--- config.mk ---
export PLATFORM = sky130hd
export DESIGN_NAME = hc85_seq_cmp_flat
export DESIGN_NICKNAME = d
export VERILOG_FILES = /design/src/rtl/hc85_seq_cmp_pkg.sv /design/src/rtl/hc85_seq_cmp_if.sv /design/src/rtl/hc85_slice_cmp.sv /design/src/rtl/hc85_seq_cmp.sv /design/src/flat_wrapper.sv
export SDC_FILE = /design/constraint.sdc
export NUM_CORES = 1
export LEC_CHECK = 0
export CORE_UTILIZATION = 54
export CTS_CLUSTER_SIZE = 25
export DETAILED_ROUTE_END_ITERATION = 10
export MAX_ROUTING_LAYER = met4
export PLACE_DENSITY = 0.84
export SLEW_MARGIN = 10
export SYNTH_ARGS = -nofsm -noshare
export SYNTH_HDL_FRONTEND = slang
export SYNTH_SLANG_ARGS = --single-unit
--- constraint.sdc ---
create_clock -name CLK -period 5.8 [get_ports CLK]
set_input_delay 0.58 -clock CLK [delete_from_list [all_inputs] [get_ports CLK]]
set_output_delay 0.58 -clock CLK [all_outputs]
set_load 0.01 [all_outputs]
--- src/rtl/hc85_seq_cmp_pkg.sv ---
// Shared types and helpers for the sequential magnitude comparator.
// Contents:
//   state_t      - controller states (IDLE, CMP)
//   res_t        - 3-bit result {gt, lt, eq} driven onto QAGB/QASB/QAEB
//   calc_nslice  - number of slices for a given operand/slice width
//   cascade_res  - maps the cascade inputs to the all-slices-equal result
package hc85_pkg;

    typedef enum logic {
        IDLE = 1'b0,
        CMP  = 1'b1
    } state_t;

    typedef struct packed {
        logic gt;
        logic lt;
        logic eq;
    } res_t;

    localparam res_t RES_GT   = 3'b100;
    localparam res_t RES_LT   = 3'b010;
    localparam res_t RES_EQ   = 3'b001;
    localparam res_t RES_NONE = 3'b000;
    localparam res_t RES_BOTH = 3'b110;

    function automatic int calc_nslice(input int width, input int slice);
        return width / slice;
    endfunction

    // IAEB dominates; otherwise the two magnitude cascade inputs pass through
    // inverted-for-both-high / both-set-for-both-low, like the original part.
    function automatic res_t cascade_res(input logic iagb, input logic iasb,
                                         input logic iaeb);
        res_t r;
        if (iaeb) begin
            r = RES_EQ;
        end else begin
            case ({iagb, iasb})
                2'b10:   r = RES_GT;
                2'b01:   r = RES_LT;
                2'b11:   r = RES_NONE;
                default: r = RES_BOTH;
            endcase
        end
        return r;
    endfunction

endpackage

--- src/rtl/hc85_seq_cmp_if.sv ---
// Request/result bundle for hc85_seq_cmp.
// master: drives START, SGN, A, B, IAGB, IASB, IAEB; observes BUSY, DONE, Q*.
// slave : the comparator side of the same signals.
interface hc85_seq_cmp_if #(
    parameter int WIDTH = 16
);
    logic             START;
    logic             SGN;
    logic [WIDTH-1:0] A;
    logic [WIDTH-1:0] B;
    logic             IAGB;
    logic             IASB;
    logic             IAEB;
    logic             BUSY;
    logic             DONE;
    logic             QAGB;
    logic             QASB;
    logic             QAEB;

    modport master (
        output START, SGN, A, B, IAGB, IASB, IAEB,
        input  BUSY, DONE, QAGB, QASB, QAEB
    );

    modport slave (
        input  START, SGN, A, B, IAGB, IASB, IAEB,
        output BUSY, DONE, QAGB, QASB, QAEB
    );
endinterface

--- src/rtl/hc85_slice_cmp.sv ---
// Combinational unsigned compare of one SLICE-bit slice.
// Ports: a, b (slice operands) -> gt, lt, eq (exactly one high).
module hc85_slice_cmp #(
    parameter int SLICE = 4
) (
    input  logic [SLICE-1:0] a,
    input  logic [SLICE-1:0] b,
    output logic             gt,
    output logic             lt,
    output logic             eq
);
    assign gt = (a > b);
    assign lt = (a < b);
    assign eq = (a == b);
endmodule

--- src/rtl/hc85_seq_cmp.sv ---
// Sequential WIDTH-bit magnitude comparator, one SLICE-bit slice per clock,
// MSB slice first, stopping at the first unequal slice. Falls back to the
// 74HC85 cascade inputs when every slice is equal. Optional signed mode.
// Ports:
//   CLK  - rising-edge clock
//   RSTN - asynchronous active-low reset
//   bus  - slave side of hc85_seq_cmp_if (START/SGN/A/B/I* in,
//          BUSY/DONE/QAGB/QASB/QAEB out)
module hc85_seq_cmp
    import hc85_pkg::*;
#(
    parameter int WIDTH = 16,
    parameter int SLICE = 4
) (
    input  logic             CLK,
    input  logic             RSTN,
    hc85_seq_cmp_if.slave    bus
);
    localparam int NSLICE = calc_nslice(WIDTH, SLICE);
    localparam int IDXW   = (NSLICE > 1) ? $clog2(NSLICE) : 1;
    localparam logic [IDXW-1:0]  TOP_IDX  = IDXW'(NSLICE - 1);
    localparam logic [WIDTH-1:0] MSB_MASK = WIDTH'(1) << (WIDTH - 1);

    state_t           state_reg, state_next;
    logic [IDXW-1:0]  idx_reg, idx_next;
    logic [WIDTH-1:0] a_reg, b_reg;
    res_t             casc_reg;
    res_t             res_reg, res_next;
    logic             done_reg, done_next;
    logic             load;

    logic [SLICE-1:0] a_slices [NSLICE];
    logic [SLICE-1:0] b_slices [NSLICE];
    logic             s_gt, s_lt, s_eq;

    genvar gi;
    generate
        for (gi = 0; gi < NSLICE; gi++) begin : g_slices
            assign a_slices[gi] = a_reg[gi*SLICE +: SLICE];
            assign b_slices[gi] = b_reg[gi*SLICE +: SLICE];
        end
    endgenerate

    hc85_slice_cmp #(.SLICE(SLICE)) u_slice (
        .a  (a_slices[idx_reg]),
        .b  (b_slices[idx_reg]),
        .gt (s_gt),
        .lt (s_lt),
        .eq (s_eq)
    );

    always_comb begin
        state_next = state_reg;
        idx_next   = idx_reg;
        res_next   = res_reg;
        done_next  = 1'b0;
        load       = 1'b0;
        case (state_reg)
            IDLE: begin
                if (bus.START) begin
                    load       = 1'b1;
                    idx_next   = TOP_IDX;
                    state_next = CMP;
                end
            end
            CMP: begin
                if (!s_eq) begin
                    res_next   = {s_gt, s_lt, 1'b0};
                    done_next  = 1'b1;
                    state_next = IDLE;
                end else if (idx_reg == '0) begin
                    res_next   = casc_reg;
                    done_next  = 1'b1;
                    state_next = IDLE;
                end else begin
                    idx_next = idx_reg - 1'b1;
                end
            end
            default: state_next = IDLE;
        endcase
    end

    always_ff @(posedge CLK or negedge RSTN) begin
        if (!RSTN) begin
            state_reg <= IDLE;
            idx_reg   <= '0;
            a_reg     <= '0;
            b_reg     <= '0;
            casc_reg  <= RES_NONE;
            res_reg   <= RES_NONE;
            done_reg  <= 1'b0;
        end else begin
            state_reg <= state_next;
            idx_reg   <= idx_next;
            res_reg   <= res_next;
            done_reg  <= done_next;
            if (load) begin
                // Flipping both sign bits turns a two's-complement compare
                // into an unsigned one, so only the top slice is affected.
                a_reg    <= bus.SGN ? (bus.A ^ MSB_MASK) : bus.A;
                b_reg    <= bus.SGN ? (bus.B ^ MSB_MASK) : bus.B;
                casc_reg <= cascade_res(bus.IAGB, bus.IASB, bus.IAEB);
            end
        end
    end

    assign bus.BUSY = (state_reg == CMP);
    assign bus.DONE = done_reg;
    assign bus.QAGB = res_reg.gt;
    assign bus.QASB = res_reg.lt;
    assign bus.QAEB = res_reg.eq;

endmodule

--- src/flat_wrapper.sv ---
// flat-port wrapper written by rule: the top's interface ports become plain ports
module hc85_seq_cmp_flat import hc85_pkg::*;
#(
    parameter int WIDTH = 16,
    parameter int SLICE = 4
)
  (CLK, RSTN, bus_START, bus_SGN, bus_A, bus_B, bus_IAGB, bus_IASB, bus_IAEB, bus_BUSY, bus_DONE, bus_QAGB, bus_QASB, bus_QAEB);
  hc85_seq_cmp_if #(.WIDTH(WIDTH)) bus_i ();
  input  logic CLK;
  input  logic RSTN;
  input wire logic [$bits(bus_i.START)-1:0] bus_START;
  input wire logic [$bits(bus_i.SGN)-1:0] bus_SGN;
  input wire logic [$bits(bus_i.A)-1:0] bus_A;
  input wire logic [$bits(bus_i.B)-1:0] bus_B;
  input wire logic [$bits(bus_i.IAGB)-1:0] bus_IAGB;
  input wire logic [$bits(bus_i.IASB)-1:0] bus_IASB;
  input wire logic [$bits(bus_i.IAEB)-1:0] bus_IAEB;
  output wire logic [$bits(bus_i.BUSY)-1:0] bus_BUSY;
  output wire logic [$bits(bus_i.DONE)-1:0] bus_DONE;
  output wire logic [$bits(bus_i.QAGB)-1:0] bus_QAGB;
  output wire logic [$bits(bus_i.QASB)-1:0] bus_QASB;
  output wire logic [$bits(bus_i.QAEB)-1:0] bus_QAEB;
  assign bus_i.START = bus_START;
  assign bus_i.SGN = bus_SGN;
  assign bus_i.A = bus_A;
  assign bus_i.B = bus_B;
  assign bus_i.IAGB = bus_IAGB;
  assign bus_i.IASB = bus_IASB;
  assign bus_i.IAEB = bus_IAEB;
  assign bus_BUSY = bus_i.BUSY;
  assign bus_DONE = bus_i.DONE;
  assign bus_QAGB = bus_i.QAGB;
  assign bus_QASB = bus_i.QASB;
  assign bus_QAEB = bus_i.QAEB;
  hc85_seq_cmp #(.WIDTH(WIDTH), .SLICE(SLICE)) u_core (.CLK(CLK), .RSTN(RSTN), .bus(bus_i));
endmodule
; ---- After elaboration in Yosys (flattened, before gate mapping)
; Index checks and enable logic that the tools add are counted.
[word_totals]
register_bits = 42
output_inout_bits = 5
wordCells = 54
input_bits = 39
[classes]
mux = 24
add_sub_neg = 1
n_eq_ne = 8
bitwise = 4
n_reduce_logical = 3
n_lt_le_gt_ge = 3
[op_table]
columns = operator, count
row1 = $mux W16, 2
row2 = $bmux W4 S2, 2
row3 = $mux W4, 4
row4 = $mux W3, 3
row5 = $pmux W3 S3, 1
row6 = $ne A2 B2 Y1 const B, 4
row7 = $mux W1, 7
row8 = $mux W2, 3
row9 = $eq A2 B2 Y1 const B, 2
row10 = $eq A4 B4 Y1, 1
row11 = $gt A4 B4 Y1, 1
row12 = $lt A4 B4 Y1, 1
row13 = $pmux W2 S2, 1
row14 = $ge A3 B3 Y1 const B, 1
row15 = $not A1 Y1, 3
row16 = $not A2 Y3, 1
row17 = $reduce_and A3 Y1, 1
row18 = $eq A2 B1 Y1 const B, 1
row19 = $logic_not A2 Y1, 1
row20 = $pmux W1 S2, 1
row21 = $reduce_and A2 Y1, 1
row22 = $sub A2 B1 Y2 const B, 1

; ---- Depth between registers and ports, before layout
[depth]
ltp_word = 7
ltp_mapped = 7
ltp_nobuf = 6

; ---- Modules after synthesis
; From an unflattened synthesis, not the netlist that was laid out.
[unflattened]
cells_unflattened = 203
hier_area_um2 = 1995.7
[modules_own_cells]
columns = module, cells_each, area_per_inst_um2, n_inst, seq_area_each_um2
row1 = hc85_seq_cmp, 187, 1866.8, 1, 1051.0
row2 = hc85_slice_cmp, 16, 128.9, 1, 0.0

; ---- Least setup slack after synthesis
; No wires, ideal clock.
[synth_timing]
kind = register to register
startpoint = register u_core.idx_reg[0]
endpoint = register u_core.res_reg (netlist bit u_core.bus.QAEB)
setup_time_ns = 0.125
n_path_buf = 1
stages_incl_launch_ff = 7
arrival_time_ns = 2.013
setup_slack_ns = 3.662
cell_sequence = dfrtp_1 > buf_6 > mux4_2 > ha_1 > nand4_4 > o21a_4 > mux2_4
[synth_between]
elab_chain_len = 7
[synth_lines]
columns = item, line_no
row1 = start: declaration, hc85_seq_cmp.sv:25  ; logic [IDXW-1:0] idx_reg, idx_next;
row2 = start signal: assignment, hc85_seq_cmp.sv:94  ; idx_reg <= idx_next;
row3 = $not A2 Y3 (implied by the code), "hc85_seq_cmp.sv:45, hc85_seq_cmp.sv:46"
row4 = "$bmux W4 S2, on equally long branches", "hc85_seq_cmp.sv:45, hc85_seq_cmp.sv:46"
row5 = "$mux W4, on equally long branches (2 in a row)", "hc85_seq_cmp.sv:45, hc85_seq_cmp.sv:46"
row6 = $eq A4 B4 Y1, hc85_slice_cmp.sv:14  ; assign eq = (a == b);
row7 = $ne A2 B2 Y1 (no source line), --
row8 = $reduce_and A2 Y1 (no source line), --
row9 = end signal: assignment, hc85_seq_cmp.sv:95  ; res_reg <= res_next;
row10 = end: declaration, hc85_seq_cmp.sv:28  ; res_t res_reg, res_next;
; Several ways; a longest one is shown, not always the timed one. The select of a mux whose other input is x is not followed.
; A chain may end at the register's enable or synchronous reset.

; ---- Final worst setup path
[layout_timing]
startpoint = register u_core.idx_reg[0]
endpoint = register u_core.res_reg (netlist bit u_core.bus.QAGB)
; Same word-level chain as after synthesis.

==> results.md <==
* Outcome: complete, no violations
* Max-Cap Viols at 0
* Drt pass-1 iters at 4
* Die height at approximately 63 um
* Leakage power at between 1 and 1.5 nW
* Max Fclk at 404 MHz
* Crit path DAT at 2.71 ns
* GR Util All Layers at about a quarter
* PnR worst setup slack at roughly 3.3 ns
* DP Wirelength at roughly 2.7 mm
* RePlAce Congestion at about 0.73
* DIE AREA at 0.00392 sq mm
* Critical path class: reg -> reg
* Maximum fanout along the worst path at 11
* CTS Buf Count at 5
* Syn_area_per_cell at 10.1 sq um
* Largest net degree at the start of global routing at 43
* Synthesized flop and latch total at 42
* Syn Nets at roughly 240
* Io pins at 44
* Vias in the first global route at about 1.6k
* Post-synth EDFFs at 0
* Setup bufs post-CTS at 0
* Hold-fix buffers, CTS at 0
* Max-slew violations at 0
* Synth Flop Type: dfrtp_1
* Clock buffer depth at 2
* Async set or reset register ratio after synthesis at between 90% and 100%
* CTS tree: built
* Worst Path Required at between 6 and 7 ns
* Most common cell after layout, fill and taps aside: nand2_1
* Layout area overhead at 25.4%
* Core ar. at ~0.0034 sq mm
* IO buf count at 43
* Routed wire length at between 3 and 4 mm
* Worst-Margin Slew at 0.901 ns
* Sequential fraction of the synthesis area at 53.0%
* Share of layout cells above drive strength 1 at ~11%
* Skew final at about 0.012 ns
* Hold Violations, Final at 0
* Initial antenna violation count at 0
* Total gr overflow at 0
* H-tree Lvls at 2
* Cell Area, Synth at around 0.002 sq mm
* YS warnings at 0
* Simple-gate share of the synthesized area at a little under a quarter
* Fillers at ~260
* Clk slew on worst S/H paths at 0.12 ns
* Via count at around 1.5k
* Routed length per instance at about 13 um
* Multi-input logic area at 846 sq um
* Gate count of the mapped netlist at about 200
* DRC violations left at 0
* Clk Latency, worst-skew pair at approximately 0.36 ns
* # setup viols final at 0
* Relative slew slack at 39.9%
* Worst setup EP type: register
* Post-DRT Antenna Nets at 0
* Fraction of the mapped netlist area in adder cells at under 10%
* Tcrit/Tclk final at between 40% and 50%
* Via-to-Cell Ratio at just over 5
* DR iter-0 viols at 45
* N_diodes at 0
* PD cells at 441 mW/mm^2
* Root Buffer: clkbuf_4
* Core Rows at 21
* Yosys cell types at 28
* Die width at about 63 um
* Post_cts resized at 0
* Multiplexer area fraction after synthesis at between 10 and 15%
* Place WS at 3.32 ns
* Worst Hold Class: in -> async
* Initial core utilization at 58.0%
* Most frequent cells in the layout: nand2_1, clkdlybuf4s50_1, dfrtp_1
* Post-layout min period at 2.48 ns
* Clock sink count at 42
* Largest family of logic cells by synthesized area: simple AND/OR/NAND/NOR gates
* Nets@finish at between 200 and 300
* Sequential Area at around 0.0011 sq mm
* Critical Path Start Type: register
* Worst vdd ir at 0.225 mV
* Xor/xnor share of the synthesized area at less than 1%
* Setup tns final at 0 ns
* First-pass GRT wire length at 7.05 mm
* Compound-cell area share of the yosys netlist at just under 5%
* RSZ-0062 raised after global routing: no
## logic make-up after synthesis
group,Yosys count
adder cells (fa/ha/maj),5
buffers and inverters,18
AO/OA/AOI/OAI,12
XOR/XNOR,2
multiplexers,11
AND/OR/NAND/NOR,107
flip-flops,42
## where the power goes
| part | total, W | internal (W) | switching (W) |
|---|---|---|---|
| Sequential | 0.000492 | 0.000412 | 0.0000793 |
| Combinational | 0.000452 | 0.000237 | 0.000216 |
| Clock | 0.000151 | 0.0000588 | 0.0000917 |
## path summary, 6_finish.rpt
check	endpoint	from	cells after the start	slack [ns]
setup reg to reg	u_core.bus.QAGB	u_core.idx_reg[0]	5	3.32
hold reg to reg	u_core.b_reg[5]	u_core.b_reg[5]	2	0.48
hold / removal	u_core.a_reg[4]	RSTN	1	0.34
min in group CLK	u_core.b_reg[5]	u_core.b_reg[5]	2	0.48
max in group asynchronous	u_core.b_reg[3]	RSTN	1	4.90
setup / recovery	u_core.bus.QAGB	u_core.idx_reg[0]	5	3.32
## cells in the mapped netlist (all sizes together), types with 4 or more instances
master,instances,share of area (%)
nand2,95,18
dfrtp,42,53
buf,9,2.7
inv,8,1.5
mux4,8,9.1
ha,5,3.2
o21ai,5,1.3
nor2,4,0.76
## stage by stage
stage	total power, W	util [%]	hold WS [ns]	cell area, sq um	std cells
floorplan	0.000813	-	0.284	1980	197
global placement	0.000929	71.0	0.455	2420	278
detailed placement	0.000953	71.0	0.462	2420	278
CTS	0.00110	72.7	0.367	2480	286
global route	0.00118	72.7	0.410	2480	286
finish	0.00109	72.7	0.340	2480	286
## layer usage
metal	part of all wire (%)	track usage [%]	up-vias
li1	-	-	722
met1	45	30.9	696
met2	48	37.1	41
met3	4.8	7.12	11
met4	2.1	9.30	0
met5	0	-	-
## critical path: stages (launching register included)
cell and delay [ns]:
dfrtp_1 0.71, mux4_2 0.57, ha_1 0.34, nand2b_4 0.16, a2111oi_2 0.42, o32ai_1 0.16
## cell type report
type	instances	share of cell area, %
sequential	42	42.3
multi-input combinational	137	34.0
timing repair buffer	45	17.7
tap	46	2.32
clock buffer	7	2.22
inverter	8	1.21
clock inverter	1	0.201
No activity file was read; power rests on OpenSTA's default activity.
